===== src/rtl/mem_run_pkg.sv =====
// Shared types and defaults for the run-control sequencer and its memory port mux.
package mem_run_pkg;

  typedef enum logic [1:0] {
    IDLE = 2'd0,
    ARM  = 2'd1,
    RUN  = 2'd2,
    HALT = 2'd3
  } state_t;

  typedef enum logic [1:0] {
    OWN_NONE = 2'd0,
    OWN_HOST = 2'd1,
    OWN_CORE = 2'd2
  } owner_t;

  localparam int DONE_PC_DEF = 128;
  localparam int TIMEOUT_DEF = 4000;

  // Memory owner is a pure function of the registered state, so req never reaches mem_*.
  function automatic owner_t owner_of(input state_t s);
    case (s)
      IDLE, HALT: owner_of = OWN_HOST;
      RUN:        owner_of = OWN_CORE;
      default:    owner_of = OWN_NONE;
    endcase
  endfunction

endpackage


===== src/rtl/mem_run_ctrl_mem_port_mux.sv =====
// Combinational owner select for the dat_mem write/address/data port and host handshake.
module mem_port_mux
  import mem_run_pkg::*;
#(
  parameter int AW = 8,
  parameter int DW = 8
) (
  input  owner_t          owner,
  input  logic            host_valid,
  input  logic            host_we,
  input  logic [AW-1:0]   host_addr,
  input  logic [DW-1:0]   host_din,
  input  logic            core_we,
  input  logic [AW-1:0]   core_addr,
  input  logic [DW-1:0]   core_din,
  output logic            host_ready,
  output logic            mem_we,
  output logic [AW-1:0]   mem_addr,
  output logic [DW-1:0]   mem_din
);

  // Route the selected requester onto the memory port; no owner means a quiet port.
  always_comb begin
    host_ready = 1'b0;
    mem_we     = 1'b0;
    mem_addr   = '0;
    mem_din    = '0;
    case (owner)
      OWN_HOST: begin
        host_ready = host_valid;
        mem_we     = host_valid & host_we;
        mem_addr   = host_addr;
        mem_din    = host_din;
      end
      OWN_CORE: begin
        mem_we   = core_we;
        mem_addr = core_addr;
        mem_din  = core_din;
      end
      default: ;
    endcase
  end

endmodule


===== src/rtl/mem_run_ctrl.sv =====
// Run-control sequencer: arms the core, runs it on dat_mem, halts on DONE_PC or watchdog.
module mem_run_ctrl
  import mem_run_pkg::*;
#(
  parameter int D       = 12,
  parameter int AW      = 8,
  parameter int DW      = 8,
  parameter int DONE_PC = DONE_PC_DEF,
  parameter int TIMEOUT = TIMEOUT_DEF
) (
  input  logic            clk,
  input  logic            reset,
  input  logic            req,
  input  logic            host_valid,
  input  logic            host_we,
  input  logic [AW-1:0]   host_addr,
  input  logic [DW-1:0]   host_din,
  output logic            host_ready,
  output logic            host_rvalid,
  output logic [DW-1:0]   host_dout,
  input  logic            core_we,
  input  logic [AW-1:0]   core_addr,
  input  logic [DW-1:0]   core_din,
  output logic [DW-1:0]   core_dout,
  input  logic [D-1:0]    prog_ctr,
  output logic            core_rst,
  output logic            mem_we,
  output logic [AW-1:0]   mem_addr,
  output logic [DW-1:0]   mem_din,
  input  logic [DW-1:0]   mem_dout,
  output logic            done,
  output logic            timeout,
  output logic [15:0]     cycle_cnt
);

  state_t      state, state_nxt;
  owner_t      owner;
  logic        done_nxt, timeout_nxt;
  logic [15:0] cnt_nxt;
  logic        pc_hit, rd_acc;

  // Run counter sticks at all-ones instead of wrapping.
  function automatic logic [15:0] sat_inc(input logic [15:0] v);
    sat_inc = (v == 16'hFFFF) ? v : v + 16'd1;
  endfunction

  assign owner     = owner_of(state);
  assign core_rst  = (state != RUN);
  assign core_dout = mem_dout;
  assign pc_hit    = (prog_ctr == D'(DONE_PC));
  assign rd_acc    = (owner == OWN_HOST) && host_valid && !host_we;

  mem_port_mux #(.AW(AW), .DW(DW)) u_mux (
    .owner      (owner),
    .host_valid (host_valid),
    .host_we    (host_we),
    .host_addr  (host_addr),
    .host_din   (host_din),
    .core_we    (core_we),
    .core_addr  (core_addr),
    .core_din   (core_din),
    .host_ready (host_ready),
    .mem_we     (mem_we),
    .mem_addr   (mem_addr),
    .mem_din    (mem_din)
  );

  // Next state plus status/counter updates; PC match outranks watchdog outranks abort.
  always_comb begin
    state_nxt   = state;
    done_nxt    = done;
    timeout_nxt = timeout;
    cnt_nxt     = cycle_cnt;
    case (state)
      IDLE: begin
        if (req && !host_valid) state_nxt = ARM;
      end
      ARM: begin
        state_nxt   = RUN;
        cnt_nxt     = '0;
        done_nxt    = 1'b0;
        timeout_nxt = 1'b0;
      end
      RUN: begin
        cnt_nxt = sat_inc(cycle_cnt);
        if (pc_hit) begin
          state_nxt = HALT;
          done_nxt  = 1'b1;
        end else if (cycle_cnt == 16'(TIMEOUT)) begin
          state_nxt   = HALT;
          timeout_nxt = 1'b1;
        end else if (!req) begin
          state_nxt   = IDLE;
          done_nxt    = 1'b0;
          timeout_nxt = 1'b0;
        end
      end
      HALT: begin
        if (!req) state_nxt = IDLE;
      end
      default: state_nxt = IDLE;
    endcase
  end

  // State, status flags and run counter registers.
  always_ff @(posedge clk or negedge reset) begin
    if (!reset) begin
      state     <= IDLE;
      done      <= 1'b0;
      timeout   <= 1'b0;
      cycle_cnt <= '0;
    end else begin
      state     <= state_nxt;
      done      <= done_nxt;
      timeout   <= timeout_nxt;
      cycle_cnt <= cnt_nxt;
    end
  end

  // Host readback register: capture on an accepted read, valid for exactly one cycle.
  always_ff @(posedge clk or negedge reset) begin
    if (!reset) begin
      host_rvalid <= 1'b0;
      host_dout   <= '0;
    end else begin
      host_rvalid <= rd_acc;
      if (rd_acc) host_dout <= mem_dout;
    end
  end

endmodule


===== config.mk =====
export PLATFORM = sky130hd
export DESIGN_NAME = mem_run_ctrl
export DESIGN_NICKNAME = d
export VERILOG_FILES = /design/src/rtl/mem_run_pkg.sv /design/src/rtl/mem_run_ctrl_mem_port_mux.sv /design/src/rtl/mem_run_ctrl.sv
export SDC_FILE = /design/constraint.sdc
export NUM_CORES = 1
export LEC_CHECK = 0
export ABC_AREA = 0
export CAP_MARGIN = 20
export CORE_MARGIN = 2
export CORE_UTILIZATION = 40
export CTS_BUF_LIST = sky130_fd_sc_hd__clkbuf_4 sky130_fd_sc_hd__clkbuf_8
export DETAILED_ROUTE_END_ITERATION = 6
export PLACE_DENSITY = 0.83
export SYNTH_ARGS = -nofsm -noshare
export SYNTH_HDL_FRONTEND = slang
export SYNTH_SLANG_ARGS = --single-unit

===== constraint.sdc =====
create_clock -name clk -period 2.8 [get_ports clk]
set_input_delay 0.56 -clock clk [delete_from_list [all_inputs] [get_ports clk]]
set_output_delay 0.56 -clock clk [all_outputs]
set_load 0.02 [all_outputs]

==> results of run 1 <==
[kinds of logic after synthesis]
kind of cell,after synthesis
buffers and inverters,25
AOI/OAI and AO/OA,55
DFF,29
muxes,10
adders and majority gates,8
and+or+nand+nor,89
[sequential cells by signal, summed over array words and instances (netlist names)]
| signal | flops |
|---|---|
| cycle_cnt | 16 |
| done | 1 |
| host_dout | 8 |
| host_rvalid | 1 |
| timeout | 1 |
| state | 2 |
[placed cells by master, fill, tap and decap left out, types with 3 or more instances in the layout]
cell	Yosys	routed
mux2_2	9	9
inv_1	6	6
nor2b_1	6	6
nor3_1	4	4
nand2b_1	5	5
clkbuf_8	0	6
a21oi_1	4	4
dlygate4sd2_1	0	13
a31oi_1	3	3
o21ai_0	5	5
o22ai_1	6	6
nand3_1	8	8
o311ai_1	4	4
or4_1	3	3
a22oi_1	18	18
nor2_1	24	24
dfrtp_1	29	29
clkdlybuf4s50_1	0	95
nor4b_1	3	3
dlymetal6s2s_1	0	3
ha_1	8	8
nand2_1	15	15
buf_4	8	9
[worst max-delay path by stage]
stage	from	endpoint	slack [ns]	depth (start not counted)
floorplan	state[0]$_DFFE_PN0P_	mem_we	0.63	5
global placement	host_valid	mem_we	0.25	5
detailed placement	host_valid	mem_we	0.18	5
CTS	state[0]$_DFFE_PN0P_	mem_we	0.04	6
global route	state[0]$_DFFE_PN0P_	mem_din[0]	0.01	7
finish	state[0]$_DFFE_PN0P_	mem_addr[1]	0.11	6
[metal layers]
layer  part of all wire, %  track usage (%)
met1                    45             29.4
met2                    49             30.4
met3                   6.2             5.42
met4                     0             2.98
met5                     0                0
[where the power goes]
| group | switching (µW) | total (µW) | internal, µW |
|---|---|---|---|
| registers | 75.1 | 592 | 517 |
| logic | 978 | 1780 | 802 |
| clock network | 159 | 458 | 299 |
[worst max-delay path, stage by stage, from the launching register on]
cell,delay (ns)
dfrtp_1,0.41
inv_1,0.12
ha_1,0.36
clkinv_1,0.16
a22oi_1,0.19
nor2_1,0.06
clkdlybuf4s50_1,0.54
[per-stage QoR]
stage          std cells  hold WS [ns]  worst slack [ns]  total power (µW)
2_1_floorplan        216         0.264             0.630              1630
3_3_place_gp         385         0.488             0.248              2450
3_5_place_dp         385         0.497             0.180              2480
4_1_cts              393         0.511            0.0392              2840
5_1_grt              393         0.523            0.0103              3020
6_report             393         0.504             0.106              2830
[layout make-up]
type                            count  area share (%)
Timing Repair Buffer              120            35.9
Sequential cell                    29            22.2
Clock buffer                        7            2.76
Clock inverter                      1           0.920
Multi-Input combinational cell    162            34.9
Inverter                            7           0.805
Tap cell                           67            2.57
[repair_timing]
item | 4_1_cts | 5_1_grt
pin swaps | 0 | 0
buffers inserted | 0 | 0
resized for setup | 13 | 3
setup endpoints to repair | 13 | 3
==> flow_summary.yaml, run 1 <==
status:
  status: "finished clean"
critical_path:
  r2r_end: "cycle_cnt[11]$_DFFE_PN0P_"
  cp-start-kind: "flop"
  critPathKind: "reg2out"
  r2r_slack_ns: 0.42
  r2r-start: "state[0]$_DFFE_PN0P_"
  critPathCaptureType: "output pin"
  cp_data_arrival_time_ns: 2.13
  crit_path_max_fanout: 6
  r2r_cells: 7
  crit_required_ns: 2.24
pwr:
  power.leakage_uw: 0.00143
  peakVddDrop_uv: 606
  power_density_mw_per_mm2: 867
clock_tree:
  clkSinkCount: 29
  clock_latency_ns: 0.28
  htreeDepth: 2
  cts_made_buffers: 5
  root_buffer: "clkbuf_8"
  cts_tree: "yes"
  cts-root-to-sink-buffers: 2
  clk_pin_slew_worst_paths_ns: 0.06
  hold_buffers: 0
timing:
  setup_tns_ns: 0
  maxSlewViolCount: 0
  clock_skew_ns: 0.00177
  finalCriticalPeriod_ns: 2.69
  setup_viol_count_final: 0
  min_period_over_period_pct: 96.2
  rsz0062_at_grt: "false"
  worst_pin_slew_ns: 0.603
  relSlewSlack_pct: 59.5
  fmax_mhz: 371
  hold_violations: 0
placement:
  hpwl_um: 4480
  port_buffers: 111
  gp_congestion: 0.816
  place_area_mm2: 0.00315
min_path:
  hold_end: "host_dout[7]$_DFFE_PN0P_"
  hold_path_depth: 1
  hold_class: "reg2reg"
  hp-start: "host_dout[7]$_DFFE_PN0P_"
route:
  drc: 0
  drt_wl_total_um: 5800
  wl_per_cell_um: 14.8
  vias_per_cell: 5.33
  ant_nets: 0
  vias: 2095
  first_iter_violations: 115
  dr.pass1.iters: 4
synth:
  syn_inst: 216
  synth_nets: 282
  ys.flop_type: "dfrtp_1"
  synthAdderAreaFrac_pct: 5.03
  synth_edf_count: 0
  ys_async_sr_fraction_pct: 100
  synth_xor_area_share_pct: 0
  yosysTopAreaCellShare_pct: 36.5
  yosys.area_share.simple_pct: 26.3
  synth_mux_area_share_pct: 5.60
  synth-seq-area-share_pct: 36.5
  yosysTopAreaCell: "dfrtp_1"
  synth_compound_area_share_pct: 20.3
  synthTopCellsByArea: "dfrtp_1 (36%), a22oi_1 (6.8%), mux2_2 (5.1%)"
  synth_common_cells: "dfrtp_1 (29), nor2_1 (24), a22oi_1 (18), nand2_1 (15), mux2_2 (9)"
  synth_area_per_cell_um2: 9.21
  synth_area_mm2: 0.00199
  ys_warn_count: 0
  synth_top_family_by_area: "simple AND/OR/NAND/NOR gates"
  synth_most_common_cell: "dfrtp_1"
  synth_cell_types: 53
  ys_seq_elements: 29
final_layout:
  seq_area_um2: 726
  finalInstanceArea_mm2: 0.00326
  nFillCells: 416
  syn2layout_area_growth_pct: 64.0
  drive_gt1_share_pct: 11.3
  final_core_util_pct: 68.6
  nets: 391
  multi_input_area_mm2: 0.00114
  antenna_cells: 0
global_route:
  overflow: 0
  grt_pass1_wl_um: 8690
  grt_pass1_vias: 1836
  grt_max_degree: 30
  antenna_found_initial: 0
  grt_use_total_pct: 20.1
floorplan:
  start_util_pct: 41.8
  fp.dieW_um: 74.5
  die_h_um: 74.5
  row_count: 25
  core_mm2: 0.00475
  die_area_mm2: 0.00555
  io_pins: 112
job:
  maxCapViolCount: 0
Power figures use the tool's default switching activity.
==> inputs of run 2 (changes only) <==
Settings changed: SETUP_SLACK_MARGIN from default to 0.05.
==> flow_summary.yaml, run 2 (synthesis gave the netlist of run 1 again) <==
clock_tree:
  cts_tree: "yes"
  htreeDepth: 2
  post_cts_buffers: 0
  clkSinkCount: 29
  cts_made_buffers: 5
  clock_latency_ns: 0.28
  cts-root-to-sink-buffers: 2
  root_buffer: "clkbuf_8"
  clk_pin_slew_worst_paths_ns: 0.06
timing:
  setup_viol_count_final: 0
  relSlewSlack_pct: 59.2
  worst_pin_slew_ns: 0.607
  min_period_over_period_pct: 94.1
  holdWs_ns: 0.504
  finalCriticalPeriod_ns: 2.64
  setup_tns_ns: 0
  maxSlewViolCount: 0
  fmax_mhz: 379
  clock_skew_ns: 0.00183
  hold_violations: 0
  rsz0062_at_grt: "false"
route:
  drc: 0
  vias: 2101
  wl_per_cell_um: 14.8
  ant_nets: 0
  vias_per_cell: 5.35
  drt_wl_total_um: 5810
  first_iter_violations: 115
  dr.pass1.iters: 4
global_route:
  antenna_found_initial: 0
  overflow: 0
  grt_pass1_wl_um: 8690
  grt_use_total_pct: 20.1
  grt_max_degree: 30
  grt_pass1_vias: 1836
floorplan:
  fp.dieW_um: 74.5
  io_pins: 112
  die_h_um: 74.5
  die_area_mm2: 0.00555
  start_util_pct: 41.8
  row_count: 25
  core_mm2: 0.00475
critical_path:
  path_buf_inv: 3
  crit_path_max_incr_delay_ns: 0.62
  r2r_end: "cycle_cnt[11]$_DFFE_PN0P_"
  path_cells: "inv_1 > ha_1 > inv_2 > a22oi_1 > nor2_1 > clkdlybuf4s50_1"
  critPathCaptureType: "output pin"
  cp_data_arrival_time_ns: 2.08
  cp_top_family: "buffers and inverters"
  crit_required_ns: 2.24
  slowest_stage: "clkdlybuf4s50_1"
  crit_path_max_fanout: 6
  r2r_slack_ns: 0.42
  r2r_cells: 7
  critPathKind: "reg2out"
  cp-start-kind: "flop"
  r2r-start: "state[0]$_DFFE_PN0P_"
final_layout:
  final_core_util_pct: 68.6
  drive_gt1_share_pct: 11.7
  largest_reg_flops: 16
  finalInstanceArea_mm2: 0.00326
  antenna_cells: 0
  multi_input_area_mm2: 0.00114
  nFillCells: 416
  final_cell_mix: "clkdlybuf4s50_1 (95), dfrtp_1 (29), nor2_1 (24)"
  top_register: "cycle_cnt"
  syn2layout_area_growth_pct: 63.8
  reg_top3: "cycle_cnt x16, host_dout x8, state x2"
  final_common_cell: "clkdlybuf4s50_1"
  nets: 391
  seq_area_um2: 726
min_path:
  hold_path_depth: 1
  hold_class: "reg2reg"
  hp-start: "host_dout[7]$_DFFE_PN0P_"
  hold_end: "host_dout[7]$_DFFE_PN0P_"
placement:
  port_buffers: 111
  gp_congestion: 0.816
  place_area_mm2: 0.00315
  hpwl_um: 4480
pwr:
  p_seq_share_pct: 20.9
  power.leakage_uw: 0.00142
  p_total_uw: 2830
  power_density_mw_per_mm2: 867
  combPwrFrac_pct: 62.9
  power_frac_clock_pct: 16.2
  intPower_uw: 1610
  switching_share_pct: 42.9
  peakVddDrop_uv: 606
  p_sw_uw: 1210
status:
  status: "finished clean"
job:
  maxCapViolCount: 0
==> run 2: changes by cell type in the layout (fill, tap and decap cells not counted), sizes merged <==
cell          delta
inv              +1
dlymetal6s2s     -1
clkinv           -1
dlygate4sd2      +1
==> run 2: timing repair <==
item                                    4_1_cts  5_1_grt
gates resized for setup                      14        3
hold buffers                                  0        0
gates cloned                                  0        0
endpoints found under the setup margin       14        6
==> run 2: power groups by stage <==
stage | clock (µW) | sequential (µW) | combinational, µW
floorplan | 0 | 689 | 941
global placement | 0 | 592 | 1860
detailed placement | 0 | 600 | 1880
CTS | 463 | 593 | 1780
global route | 487 | 605 | 1930
finish | 458 | 592 | 1780
==> run 2: worst max-delay path by stage <==
stage	start	end	cells after the start
2_1_floorplan	state[0]$_DFFE_PN0P_	mem_we	5
3_3_place_gp	host_valid	mem_we	5
3_5_place_dp	host_valid	mem_we	5
4_1_cts	state[0]$_DFFE_PN0P_	mem_din[5]	6
5_1_grt	state[0]$_DFFE_PN0P_	mem_addr[1]	6
6_report	state[0]$_DFFE_PN0P_	mem_addr[1]	6
==> run 2: final cells by class <==
type / count / area share, %
Clock inverter: 1 / 0.921
Sequential cell: 29 / 22.3
Inverter: 7 / 0.806
Timing Repair Buffer: 120 / 35.8
Multi-Input combinational cell: 162 / 34.9
Tap cell: 67 / 2.57
Clock buffer: 7 / 2.76
==> run 2: per-layer routing <==
metal / vias up / track usage [%] / share of wire (%)
li1: 1027 / - / -
met1: 1007 / 29.4 / 45
met2: 67 / 30.4 / 49
met3: 0 / 5.42 / 5.9
met4: 0 / 2.98 / 0
met5: - / 0 / 0
==> run 2: metrics by stage <==
| stage | setup slack (ns) | cells |
|---|---|---|
| after floorplan | 0.630 | 216 |
| after global placement | 0.248 | 385 |
| after detailed placement | 0.180 | 385 |
| after CTS | 0.125 | 393 |
| after global routing | 0.0601 | 393 |
| final | 0.164 | 393 |
==> inputs of run 3 (changes only) <==
Settings changed: CORE_UTILIZATION 40 to 66, DONT_BUFFER_PORTS from default to 1, PLACE_DENSITY 0.83 to 0.82, SETUP_SLACK_MARGIN 0.05 to 0.1.
==> flow_summary.yaml, run 3 (synthesis gave the netlist of run 1 again) <==
pwr:
  peakVddDrop_uv: 910
  intPower_uw: 1010
  p_total_uw: 2150
  power.leakage_uw: 0.000896
  combPwrFrac_pct: 55.5
  power_density_mw_per_mm2: 1040
  p_sw_uw: 1140
  power_frac_clock_pct: 11.5
  p_seq_share_pct: 33.0
  switching_share_pct: 53.0
min_path:
  hold_class: "in2async"
floorplan:
  core_mm2: 0.00281
  start_util_pct: 70.9
  row_count: 19
  fp.dieW_um: 58.9
  io_pins: 112
  die_area_mm2: 0.00347
  die_h_um: 58.9
placement:
  hpwl_um: 3750
  pre_cts_ws_ns: 0.487
  gp_congestion: 0.888
  port_buffers: 0
critical_path:
  critPathCaptureType: "output pin"
  r2r_end: "cycle_cnt[0]$_DFFE_PN0P_"
  r2r-start: "state[0]$_DFFE_PN0P_"
  cp-start-kind: "flop"
  r2r_cells: 6
  r2r_slack_ns: 0.44
  critPathKind: "reg2out"
  crit_required_ns: 2.24
  crit_path_max_fanout: 15
  cp_data_arrival_time_ns: 2.03
final_layout:
  final_cell_mix: "dfrtp_1 (29), nor2_1 (24), a22oi_1 (18)"
  syn2layout_area_growth_pct: 3.65
  nets: 279
  largest_reg_flops: 16
  top_register: "cycle_cnt"
  reg_top3: "cycle_cnt x16, host_dout x8, state x2"
  multi_input_area_mm2: 0.00114
  final_common_cell: "dfrtp_1"
  drive_gt1_share_pct: 17.8
  nFillCells: 197
  antenna_cells: 0
  seq_area_um2: 726
status:
  violations: "design-rule violations"
  status: "finished, violations left"
timing:
  setup_tns_ns: 0
  maxSlewViolCount: 0
  clock_skew_ns: 0.0122
  holdWs_ns: 0.0431
  setup_viol_count_final: 0
  relSlewSlack_pct: 60.7
  rsz0062_at_grt: "false"
  fmax_mhz: 386
  worst_pin_slew_ns: 0.575
  finalCriticalPeriod_ns: 2.59
  setup_slack_ns: 0.212
  min_period_over_period_pct: 92.4
  hold_violations: 0
route:
  first_iter_violations: 106
  ant_nets: 0
  drt_wl_total_um: 4950
  vias: 1753
  drc: 4
  vias_per_cell: 7.16
  wl_per_cell_um: 20.2
  dr.pass1.iters: 7
global_route:
  overflow: 0
  grt_pass1_wl_um: 7700
  grt_max_degree: 30
  grt_pass1_vias: 1634
  grt_use_total_pct: 29.3
  antenna_found_initial: 0
clock_tree:
  cts_tree: "yes"
  clk_pin_slew_worst_paths_ns: 0.10
  cts_made_buffers: 5
  root_buffer: "clkbuf_4"
  cts-root-to-sink-buffers: 2
  clkSinkCount: 29
  clock_latency_ns: 0.32
  htreeDepth: 2
job:
  maxCapViolCount: 0
[run 3: cell count changes in the layout (fill, tap and decap cells not counted)]
cell	before	now
dlygate4sd2_1	14	0
ha_2	0	1
buf_12	0	1
clkbuf_8	6	0
clkbuf_4	1	5
clkinvlp_4	0	2
dlymetal6s2s_1	2	0
clkinv_2	0	2
ha_1	8	7
inv_2	1	0
buf_4	9	7
bufinv_16	1	0
clkdlybuf4s50_1	95	0
[run 3: power by group through the flow]
stage / registers, µW / logic [µW] / clock network (µW)
6_report: 709 / 1190 / 247
5_1_grt: 723 / 1280 / 269
4_1_cts: 708 / 1130 / 249
3_5_place_dp: 717 / 1110 / 0
3_3_place_gp: 708 / 1080 / 0
2_1_floorplan: 689 / 941 / 0
[run 3: worst max path at each step]
stage	endpoint	startpoint	cells after the start	slack, ns
after CTS	mem_din[2]	state[0]$_DFFE_PN0P_	5	0.14
after global routing	mem_din[7]	state[0]$_DFFE_PN0P_	6	0.11
final	mem_din[1]	state[0]$_DFFE_PN0P_	6	0.21
after floorplan	mem_we	state[0]$_DFFE_PN0P_	5	0.63
after global placement	mem_din[5]	state[0]$_DFFE_PN0P_	5	0.60
after detailed placement	cycle_cnt[0]$_DFFE_PN0P_	state[0]$_DFFE_PN0P_	6	0.49
[run 3: cell type report]
type                       count  area share (%)
clock buffer                   5            1.82
clock inverter                 3           0.850
inverter                       7            1.46
multi-input combinational    162            55.3
sequential                    29            35.2
tap                           31            1.88
timing repair buffer           8            3.52
[run 3: timing repair]
item                                   in CTS  in global routing
endpoints found under the hold margin      29                  0
resized for setup                           0                  2
hold buffers                                1                  0
setup endpoints to repair                   0                  9
setup buffers                               0                  2
[run 3: metrics by stage]
stage	utilization [%]	area [µm²]	cells
global route	73.5	2060	245
CTS	72.7	2040	243
global placement	70.1	1970	234
floorplan	-	1990	216
detailed placement	70.1	1970	234
finish	73.5	2060	245
[run 3: critical path, stage by stage (launching register included)]
cell and delay [ns]:
dfrtp_1 0.44, inv_1 0.12, ha_1 0.39, clkinvlp_4 0.25, buf_4 0.21, a22oi_1 0.15
nor2_1 0.14
[run 3: metal layers]
| layer | routed length, µm | global-route usage, % | vias to the layer above |
|---|---|---|---|
| met5 | 0 | 0 | - |
| met1 | 1860 | 35.6 | 838 |
| met3 | 416 | 7.47 | 9 |
| met4 | 52 | 7.47 | 0 |
| li1 | - | - | 798 |
| met2 | 2620 | 51.6 | 108 |
